### src/rtl/uart_rx_deserializer.sv
// rtl/uart_rx_deserializer.sv - 8-bit UART receiver with 16x NCO oversampling and 1-entry holding register
module uart_rx_deserializer #(
  parameter int NcoWidth   = 16,
  parameter int SyncStages = 2
) (
  input  logic                clk_i,
  input  logic                rst_i,
  input  logic                enable_i,
  input  logic [NcoWidth-1:0] nco_i,
  input  logic                parity_en_i,
  input  logic                parity_odd_i,
  input  logic                rx_i,
  output logic [7:0]          rx_data_o,
  output logic                rx_valid_o,
  input  logic                rx_ready_i,
  output logic                parity_err_o,
  output logic                frame_err_o,
  output logic                overflow_o,
  output logic                break_o,
  output logic                idle_o
);

  typedef enum logic [2:0] {
    S_IDLE,
    S_START,
    S_DATA,
    S_PARITY,
    S_STOP,
    S_BREAK
  } state_t;

  state_t                state_q, state_d;
  logic [SyncStages-1:0] sync_q;
  logic                  rx_s;
  logic [NcoWidth:0]     acc_q;
  logic                  tick;
  logic [3:0]            scnt_q, scnt_d;
  logic [2:0]            bit_cnt_q, bit_cnt_d;
  logic [7:0]            shreg_q, shreg_d;
  logic                  par_q, par_d;
  logic                  load_q, load_d;
  logic                  ferr_q, ferr_d;
  logic                  perr_q, perr_d;

  assign rx_s    = sync_q[SyncStages-1];
  assign tick    = acc_q[NcoWidth];
  assign break_o = (state_q == S_BREAK);
  assign idle_o  = (state_q == S_IDLE);

  // Bring the asynchronous line into the clock domain; idle-high so reset fills with ones.
  always_ff @(posedge clk_i) begin
    if (rst_i) sync_q <= '1;
    else       sync_q <= {sync_q[SyncStages-2:0], rx_i};
  end

  // Baud NCO: the carry out of the accumulator is the 16x oversample tick.
  always_ff @(posedge clk_i) begin
    if (rst_i || !enable_i) acc_q <= '0;
    else                    acc_q <= {1'b0, acc_q[NcoWidth-1:0]} + {1'b0, nco_i};
  end

  // Frame state and datapath registers.
  always_ff @(posedge clk_i) begin
    if (rst_i) begin
      state_q   <= S_IDLE;
      scnt_q    <= '0;
      bit_cnt_q <= '0;
      shreg_q   <= '0;
      par_q     <= 1'b0;
      load_q    <= 1'b0;
      ferr_q    <= 1'b0;
      perr_q    <= 1'b0;
    end else begin
      state_q   <= state_d;
      scnt_q    <= scnt_d;
      bit_cnt_q <= bit_cnt_d;
      shreg_q   <= shreg_d;
      par_q     <= par_d;
      load_q    <= load_d;
      ferr_q    <= ferr_d;
      perr_q    <= perr_d;
    end
  end

  // Next-state logic: start qualification at half bit, then mid-bit sampling every 16 ticks.
  always_comb begin
    state_d   = state_q;
    scnt_d    = tick ? scnt_q + 4'd1 : scnt_q;
    bit_cnt_d = bit_cnt_q;
    shreg_d   = shreg_q;
    par_d     = par_q;
    load_d    = 1'b0;
    ferr_d    = ferr_q;
    perr_d    = perr_q;
    unique case (state_q)
      S_IDLE: begin
        if (!rx_s) begin
          state_d = S_START;
          scnt_d  = '0;
        end
      end
      S_START: begin
        if (tick && scnt_q == 4'd7) begin
          scnt_d    = '0;
          bit_cnt_d = '0;
          par_d     = 1'b0;
          state_d   = rx_s ? S_IDLE : S_DATA;
        end
      end
      S_DATA: begin
        if (tick && scnt_q == 4'd15) begin
          shreg_d   = {rx_s, shreg_q[7:1]};
          bit_cnt_d = bit_cnt_q + 3'd1;
          if (bit_cnt_q == 3'd7) state_d = parity_en_i ? S_PARITY : S_STOP;
        end
      end
      S_PARITY: begin
        if (tick && scnt_q == 4'd15) begin
          par_d   = rx_s;
          state_d = S_STOP;
        end
      end
      S_STOP: begin
        if (tick && scnt_q == 4'd15) begin
          load_d = 1'b1;
          ferr_d = !rx_s;
          perr_d = parity_en_i & ((^{shreg_q, par_q}) ^ parity_odd_i);
          if (!rx_s && shreg_q == 8'h00 && (!parity_en_i || !par_q)) state_d = S_BREAK;
          else                                                       state_d = S_IDLE;
        end
      end
      S_BREAK: begin
        if (rx_s) state_d = S_IDLE;
      end
      default: state_d = S_IDLE;
    endcase
    if (!enable_i) state_d = S_IDLE;
  end

  // Holding register: accept a completed byte if empty or being drained, else flag overflow.
  always_ff @(posedge clk_i) begin
    if (rst_i) begin
      rx_data_o    <= '0;
      rx_valid_o   <= 1'b0;
      parity_err_o <= 1'b0;
      frame_err_o  <= 1'b0;
      overflow_o   <= 1'b0;
    end else begin
      parity_err_o <= 1'b0;
      frame_err_o  <= 1'b0;
      overflow_o   <= 1'b0;
      if (load_q) begin
        if (!rx_valid_o || rx_ready_i) begin
          rx_data_o    <= shreg_q;
          rx_valid_o   <= 1'b1;
          parity_err_o <= perr_q;
          frame_err_o  <= ferr_q;
        end else begin
          overflow_o <= 1'b1;
        end
      end else if (rx_valid_o && rx_ready_i) begin
        rx_valid_o <= 1'b0;
      end
    end
  end

endmodule
### config.mk
export PLATFORM = sky130hd
export DESIGN_NAME = uart_rx_deserializer
export DESIGN_NICKNAME = d
export VERILOG_FILES = /design/src/rtl/uart_rx_deserializer.sv
export SDC_FILE = /design/constraint.sdc
export NUM_CORES = 1
export LEC_CHECK = 0
export ABC_AREA = 1
export CAP_MARGIN = 20
export CELL_PAD_IN_SITES_DETAIL_PLACEMENT = 0
export CELL_PAD_IN_SITES_GLOBAL_PLACEMENT = 2
export CORE_MARGIN = 5
export CORE_UTILIZATION = 35
export CTS_BUF_LIST = sky130_fd_sc_hd__clkbuf_2 sky130_fd_sc_hd__clkbuf_4 sky130_fd_sc_hd__clkbuf_8
export CTS_CLUSTER_SIZE = 30
export DETAILED_ROUTE_END_ITERATION = 16
export GPL_ROUTABILITY_DRIVEN = 1
export PLACE_DENSITY_LB_ADDON = 0.3
export SKIP_CTS_REPAIR_TIMING = 1
export SLEW_MARGIN = 25
export SYNTH_ARGS = -nofsm -noshare
export SYNTH_HDL_FRONTEND = slang
export SYNTH_SLANG_ARGS = --single-unit
### constraint.sdc
create_clock -name clk_i -period 2.98 [get_ports clk_i]
set_clock_uncertainty 0.1 [all_clocks]
set_input_delay 0.447 -clock clk_i [delete_from_list [all_inputs] [get_ports clk_i]]
set_output_delay 0.447 -clock clk_i [all_outputs]
set_load 0.05 [all_outputs]
* Word-level counts from Yosys, hierarchy flattened *
Index checks and enable logic that the tools add are counted.

word-level totals
  register bits = 53
  input port bits = 23

operators by class
  $add $sub $neg = 3
  equality and inequality tests = 16
  multiplexer cells = 26
  bitwise logic cells = 6
  reductions and logical operators = 30

operators with widths
  operator                                                               count
  3-bit 2-to-1 mux                                                       11
  3-bit case mux with 6 select lines                                     1
  16-bit by 16-bit adder with 17-bit output                              1
  4-bit 2-to-1 mux                                                       3
  2-bit != test, second input constant                                   6
  3-bit equality test, second input constant                             3
  9-bit parity                                                           1
  8-bit zero test                                                        1
  4-bit case mux with 2 select lines                                     1
  2-bit AND reduction                                                    4
  1-bit 2-to-1 mux                                                       7
  7-bit AND reduction                                                    1
  3-bit by 2-bit equality test with 1-bit output, second input constant  2
  3-bit case mux with 2 select lines                                     1
  3-bit AND reduction                                                    2
  2-bit nonzero test                                                     3
  2-bit OR reduction                                                     3
  1-bit logical AND                                                      5
  1-bit zero test                                                        5
  4-bit by 1-bit adder with 4-bit output, second input constant          1
  4-bit by 3-bit equality test with 1-bit output, second input constant  1
  4-bit equality test, second input constant                             1
  2-bit by 1-bit != test with 1-bit output, second input constant        2
  1-bit inverter                                                         4
  other kinds (9)                                                        11

* Logic depth before layout (Yosys ltp) *
Gate-level depths: netlist (run 1).

  depth in word-level cells = 6
  depth in mapped cells = 12

* Least setup slack after synthesis (run 1) *
Ideal clock, no wire load.

  path type = flip-flop to flip-flop
  from = register state_q[2]
  to = register state_q[0]
  library setup time = 0.113 ns
  arrival time = 2.124 ns
  data required time = 2.767 ns
  setup slack = 0.643 ns
  cell stages (with the launch flop) = 9
  path buffers = 0
  path through = dfxtp_1 > nor3_1 > nand2_1 > nand2_1 > a21oi_2 > nand2_4 > nand2_1 > nand2_1 > nor2_1

between the ends
  word-level cells in the longest chain between the ends = 3
  elaborated cells on any way between the ends = 15

ends and longest elaborated chain
  what                           RTL line  text
  from (decl)                    32        state_t state_q, state_d;
  from (signal assigned)         74        state_q <= state_d;
  3-bit zero test (*)            --
  named net idle_o               20        output logic idle_o
  2-bit != test (no line)        --
  7-bit AND reduction (no line)  --

The timed path passes the listed nets; every way through them passes the cells marked *.
A chain may end at the register's enable or synchronous reset.

* Worst setup path in the final report (run 1) *
  from = register state_q[2]
  to = output break_o

between the ends
  word-level cells in the longest chain between the ends = 1

ends and longest elaborated chain
  what                 RTL line  text
  3-bit equality test  47        assign break_o = (state_q == S_BREAK);
  to (decl)            19        output logic break_o,

No other way between the ends.

==> metrics.md, run 1 <==
| Metric | Value |
|---|---|
| Top Family by Delay on Critical Path | buffers and inverters |
| Worst vdd ir | 0.140 mV |
| Slowest stage delay, CP | 0.87 ns |
| Async SR Flop Fraction | 0% |
| Netlist cell types | 39 |
| Arrival time at the worst endpoint | 2.02 ns |
| Crit share post-route | 86.1% |
| LEAKAGE | 1.51 nW |
| Post-Route WL | 6340 um |
| CTS Sinks | 53 |
| Post-DP HPWL | 4860 um |
| Mean post-synth cell area | 7.22 um2 |
| Max_cap viols | 0 |
| Area growth from synthesis to layout | 19.6% |
| Kind of critical path | flop to output port |
| Number of cell rows | 32 |
| Top Ports | 37 |
| CTS clk-pin slew, worst paths | 0.09 ns |
| Placed Area | 3280 um2 |
| Setup-failing EPs final | 0 |
| RSZ-0062 raised after global routing | no |
| Max-Slew Margin vs Limit | 62.1% |
| Iteration-0 DRC Markers | 85 |
| Primary FF master, synth | dfxtp_1 |
| Register area share after synthesis | 37.7% |
| Power per cell area | 413 nW/um2 |
| Syn nets | 433 |
| Hold/Removal Path Class | flop to flop |
| Initial Util | 36.2% |
| Routability Congestion | 0.795 |
| First-pass GRT wire length | 10800 um |
| Post-layout min period | 2.57 ns |
| Slew at the pin with the worst max-slew slack | 0.568 ns |
| Max Fclk | 390 MHz |
| CTS Buf Count | 5 |
| DR vias | 2538 |
| Fillers | 841 |
| Die area | 9940 um2 |
| Max Root-Sink Buffers | 2 |
| Startpoint class of the critical path | flop |
| CORE AREA | 7770 um2 |
| Number of nets in the layout | 472 |
| CTS tree | yes |
| Clock root buffer | clkbuf_8 |
| Synth Register Bits | 53 |
| PortBufs | 36 |
| Total track usage | 13.0% |
| Worst skew pair latency | 0.30 ns |
| Layout cells sized above 1 | 6.53% |
| Die W | 99.7 um |
| Slowest CP cell | clkdlybuf4s50_1 |
| WL per Instance | 11.9 um |
| Outcome | completed |
| Initial antenna violation count | 0 |
| Crit path cell chain | inv_2 -> nor3_1 -> clkdlybuf4s50_1 |
| DRC | 0 |
| Share of the synthesized area in the top cell type | 37.7% |
| DRT Pass-1 Iters | 4 |
| CP Capture Type | output port |
| Critical path buffer and inverter count | 2 |
| Finished Cell Area | 3370 um2 |
| H-tree depth | 2 |
| Crit path max fanout | 5 |
| Synth area leaders | dfxtp_1 38%, nand2_1 11%, a21oi_1 8.5% |
| Die boundary height | 99.7 um |
| Synthesized cell area | 2820 um2 |
| Post-synth EDFFs | 0 |
| Ys Warns | 0 |
| ANT nets after route | 0 |
| Worst path required time | 2.43 ns |
| Mapped Cells | 390 |
| Ant diodes | 0 |
| Grt ovf | 0 |
| Drt via density | 4.78 |
| Number of global-route vias before repair | 2425 |
| Fin. Hold Viols | 0 |
| Largest net degree at the start of global routing | 23 |
| TNS Setup | 0 ns |
| Final Max Slew Viols | 0 |
| Synth area leader | dfxtp_1 |
==> cell usage after synthesis (2+ instances only) <==
library cell and number:
a211oi_1 2, a21o_1 2, a21oi_1 48, a21oi_2 4, clkbuf_1 2, dfxtp_1 53, ha_1 19, inv_1 37
inv_2 5, nand2_1 80, nand3_1 17, nand3b_1 2, nand4_1 4, nor2_1 47, nor3_1 6, o21ai_0 31
o21ai_1 5, o21bai_1 2, or2_2 4
==> power by group <==
part	total, mW	switching (mW)	internal, mW	leakage (nW)
Combinational	0.234	0.138	0.0960	1.04
Sequential	0.738	0.0105	0.727	0.430
Clock	0.419	0.235	0.184	0.0433
Total	1.39	0.383	1.01	1.51
==> layout make-up <==
cell class / instances / area (um2) / area share (%)
Timing Repair Buffer: 38 / 375 / 11.1
Sequential cell: 53 / 1060 / 31.5
Tap cell: 102 / 128 / 3.79
Clock inverter: 1 / 7.51 / 0.223
Inverter: 42 / 158 / 4.68
Multi-Input combinational cell: 289 / 1560 / 46.2
Clock buffer: 6 / 82.6 / 2.45
==> per-layer routing <==
layer  share of wire [%]  global-route usage, %  vias to the layer above
li1                    -                      -                     1378
met1                  54                   18.6                     1112
met2                  42                   20.2                       44
met3                 3.3                   2.59                        4
met4                0.73                   3.15                        0
met5                   0                      0                        -
==> logic make-up (layout without fill, tap and decap cells) <==
kind of cell | count (synthesis) | in the layout | share of synthesized area (%)
flip-flops | 53 | 53 | 37.7
AND/OR/NAND/NOR | 170 | 170 | 26.8
multiplexers | 1 | 1 | 0.356
AO/OA/AOI/OAI | 96 | 96 | 18.4
XOR/XNOR | 2 | 2 | 0.622
adder cells (fa/ha/maj) | 20 | 20 | 9.16
buffers and inverters | 48 | 87 | 7.07
==> layout by cell type (no fill, tap or decap), types with 2 or more instances in the layout <==
| master | synthesis | routed |
|---|---|---|
| nand2_1 | 80 | 80 |
| dfxtp_1 | 53 | 53 |
| a21oi_1 | 48 | 48 |
| nor2_1 | 47 | 47 |
| inv_1 | 37 | 37 |
| clkdlybuf4s50_1 | 0 | 36 |
| o21ai_0 | 31 | 31 |
| ha_1 | 19 | 19 |
| nand3_1 | 17 | 17 |
| nor3_1 | 6 | 6 |
| clkbuf_8 | 1 | 6 |
| inv_2 | 5 | 5 |
| o21ai_1 | 5 | 5 |
| or2_2 | 4 | 4 |
| a21oi_2 | 4 | 4 |
| nand4_1 | 4 | 4 |
| a21o_1 | 2 | 2 |
| o21bai_1 | 2 | 2 |
| nand3b_1 | 2 | 2 |
| a211oi_1 | 2 | 2 |
| buf_4 | 0 | 2 |
==> metrics by stage <==
stage	setup slack (ns)	power (mW)	utilization [%]	cells	hold WS (ns)
2_1_floorplan	0.643	0.913	-	390	0.289
3_3_place_gp	0.483	0.989	42.2	524	0.300
3_5_place_dp	0.435	0.989	42.2	524	0.303
4_1_cts	0.397	1.41	43.3	531	0.330
5_1_grt	0.272	1.48	43.3	531	0.336
6_report	0.414	1.39	43.3	531	0.325
==> sequential cells by signal, indices dropped and copies added (netlist names) <==
signal and cells:
sync_q 2, perr_q 1, overflow_o 1, ferr_q 1, load_q 1, rx_valid_o 1, acc_q 17, frame_err_o 1
bit_cnt_q 3, state_q 3, rx_data_o 8, shreg_q 8, parity_err_o 1, par_q 1, scnt_q 4
==> path summary, 6_finish.rpt <==
kind,startpoint,endpoint,slack [ns],cells past startpoint
worst max-delay path,state_q[2],break_o,0.41,3
worst min register to register,sync_q[0],sync_q[1],0.32,1
worst min-delay path,sync_q[0],sync_q[1],0.32,1
worst max register to register,acc_q[0],acc_q[14],1.03,11
==> worst reg2reg max path, cell delays in order (launching register included) <==
cell and delay, ns:
dfxtp_1 0.32, ha_1 0.20, fa_1 0.38, nand2_1 0.10
nand2_1 0.05, o21ai_0 0.11, nor2_1 0.07, nor2_1 0.20
o21ai_0 0.15, nand2_1 0.08, nand2_1 0.05, nor2_1 0.09
Note: power is estimated with default switching activity, not from simulation.
==> run 2: changes to the inputs <==
CORE_UTILIZATION = 32   (was 35)
GPL_ROUTABILITY_DRIVEN = unset   (was 1)
clock period = 2.59 ns   (was 2.98 ns; I/O delays follow)
==> run 2 against run 1 <==
Clock-buffer cell count stayed put. Via count is 0.16% higher. Register-to-register slack worse by 0.38 ns. Non-clock buffer count is 1 higher. Worst hold slack better by 0.015 ns. First-iteration DRC count is 2.4% higher. Largest cell class unchanged. Final area is 0.59% higher. Combinational power is 16% higher.
==> metrics.md, run 2 (synthesis gave the netlist of run 1 again) <==
| Metric | Value |
|---|---|
| TNS Setup | 0 ns (unchanged) |
| Worst path required time | 2.73 ns (+0.30 ns) |
| Outcome | completed |
| Startpoint class of the critical path | input port |
| Initial Util | 32.6% (-3.6 points) |
| DRC | 0 (unchanged) |
| Layout cells sized above 1 | 6.74% (+0.22 points) |
| WL per Instance | 12.1 um (+1.2%) |
| Iteration-0 DRC Markers | 87 (+2.4%) |
| Most common cell after layout, fill and taps aside | nand2_1 |
| Max reg flops | 17 (unchanged) |
| Top Ports | 37 (unchanged) |
| Fin. Hold Viols | 0 (unchanged) |
| Die W | 104 um (+4.1%) |
| Minimum hold slack | 0.340 ns (+0.0153 ns) |
| First-pass GRT wire length | 11400 um (+6.0%) |
| Worst vdd ir | 0.232 mV (+66%) |
| DRT Pass-1 Iters | 4 (unchanged) |
| Ant diodes | 0 (unchanged) |
| Slew at the pin with the worst max-slew slack | 0.531 ns (-0.0374 ns) |
| Post-DP HPWL | 5000 um (+2.9%) |
| Max-Slew Margin vs Limit | 64.6% (+2.5 points) |
| Die area | 10800 um2 (+8.4%) |
| Setup-failing EPs final | 0 (unchanged) |
| Worst skew pair latency | 0.30 ns (about the same) |
| Hold/Removal Path Class | flop to flop |
| Grt ovf | 0 (unchanged) |
| Clock root buffer | clkbuf_8 |
| Final Max Slew Viols | 0 (unchanged) |
| Power per cell area | 474 nW/um2 (+15%) |
| Area of the multi-input gates | 1560 um2 (unchanged) |
| Number of global-route vias before repair | 2485 (+2.5%) |
| PortBufs | 36 (unchanged) |
| Max Fclk | 466 MHz |
| Die boundary height | 104 um (+4.1%) |
| Largest net degree at the start of global routing | 23 (unchanged) |
| Total track usage | 12.3% (-0.74 points) |
| Arrival time at the worst endpoint | 2.29 ns (+0.27 ns) |
| Most frequent cells in the layout | 80 x nand2_1, 53 x dfxtp_1, 48 x a21oi_1 |
| Routability Congestion | 0.765 (-3.8%) |
| CTS Buf Count | 5 (unchanged) |
| Kind of critical path | input port to flop |
| CTS tree | yes |
| Number of cell rows | 34 (+6.3%) |
| H-tree depth | 2 (unchanged) |
| Initial antenna violation count | 0 (unchanged) |
| CTS Sinks | 53 (unchanged) |
| LEAKAGE | 1.54 nW (+1.7%) |
| Crit path max fanout | 4 (-1) |
| Max Root-Sink Buffers | 2 (unchanged) |
| Drt via density | 4.72 (-1.1%) |
| Fillers | 941 (+12%) |
| CORE AREA | 8640 um2 (+11%) |
| Post-layout min period | 2.15 ns |
| DR vias | 2542 (+0.16%) |
| Number of nets in the layout | 473 (+0.21%) |
| Register area | 1060 um2 (unchanged) |
| RSZ-0062 raised after global routing | no |
| CTS clk-pin slew, worst paths | 0.10 ns (about the same) |
| Area growth from synthesis to layout | 20.3% |
| Worst hold start | sync_q[0] |
| Largest Register | acc_q |
| Worst setup startpoint | nco_i[0] |
| Post-Route WL | 6500 um (+2.5%) |
| CP Capture Type | flop |
| Crit share post-route | 82.8% |
| Max_cap viols | 0 (unchanged) |
| Reg-to-reg critical path startpoint | acc_q[0] |
| ANT nets after route | 0 (unchanged) |
| Regs by FF count | acc_q x17, rx_data_o x8, shreg_q x8 |
[run 2: cell count changes in the layout (fill, tap and decap cells not counted), sizes merged]
| cell | delta |
|---|---|
| clkdlybuf4s50 | -2 |
| dlymetal6s2s | +2 |
| buf | +1 |
[run 2: cell type report]
type,instances,area share (%)
well taps,108,3.99
repair buffers,39,11.5
multi-input cells,289,45.9
flip-flops and latches,53,31.3
clock inverters,1,0.222
inverters,42,4.65
clock buffers,6,2.44
[run 2: critical path, cell delays in order]
cell             delay [ns]
clkdlybuf4s50_1        0.40
ha_1                   0.23
fa_1                   0.38
nand2_1                0.10
nand2_1                0.05
o21ai_0                0.11
nor2_1                 0.08
nor2_1                 0.20
o21ai_0                0.14
nand2_1                0.07
nand2_1                0.05
nor2_1                 0.09
[run 2: final timing paths]
check / to / cells after the start / slack [ns]
worst max register to register: acc_q[14] / 11 / 0.65
worst max-delay path: acc_q[14] / 12 / 0.44
worst min register to register: sync_q[1] / 1 / 0.34
worst min-delay path: sync_q[1] / 1 / 0.34
[run 2: metal layers]
metal  global-route usage (%)  wire [um]  vias up
met4                     2.78         41        0
li1                         -          -     1373
met1                     17.4       3460     1134
met5                        0          0        -
met2                     19.2       2770       33
met3                     2.55        216        2
[run 2: power breakdown]
| part | switching [mW] | internal (mW) | total [mW] |
|---|---|---|---|
| clock network | 0.274 | 0.212 | 0.487 |
| logic | 0.159 | 0.112 | 0.271 |
| registers | 0.0123 | 0.837 | 0.849 |
| total | 0.446 | 1.16 | 1.61 |
[run 2: per-stage QoR]
| step | instance area [um2] | setup WS, ns | utilization [%] | cells | power [mW] |
|---|---|---|---|---|---|
| 5_1_grt | 3390 | 0.180 | 39.2 | 538 | 1.70 |
| 2_1_floorplan | 2820 | 0.253 | - | 390 | 1.05 |
| 3_3_place_gp | 3290 | 0.150 | 38.1 | 531 | 1.14 |
| 6_report | 3390 | 0.445 | 39.2 | 538 | 1.61 |
| 3_5_place_dp | 3290 | 0.110 | 38.1 | 531 | 1.14 |
| 4_1_cts | 3380 | 0.0183 | 39.2 | 538 | 1.64 |
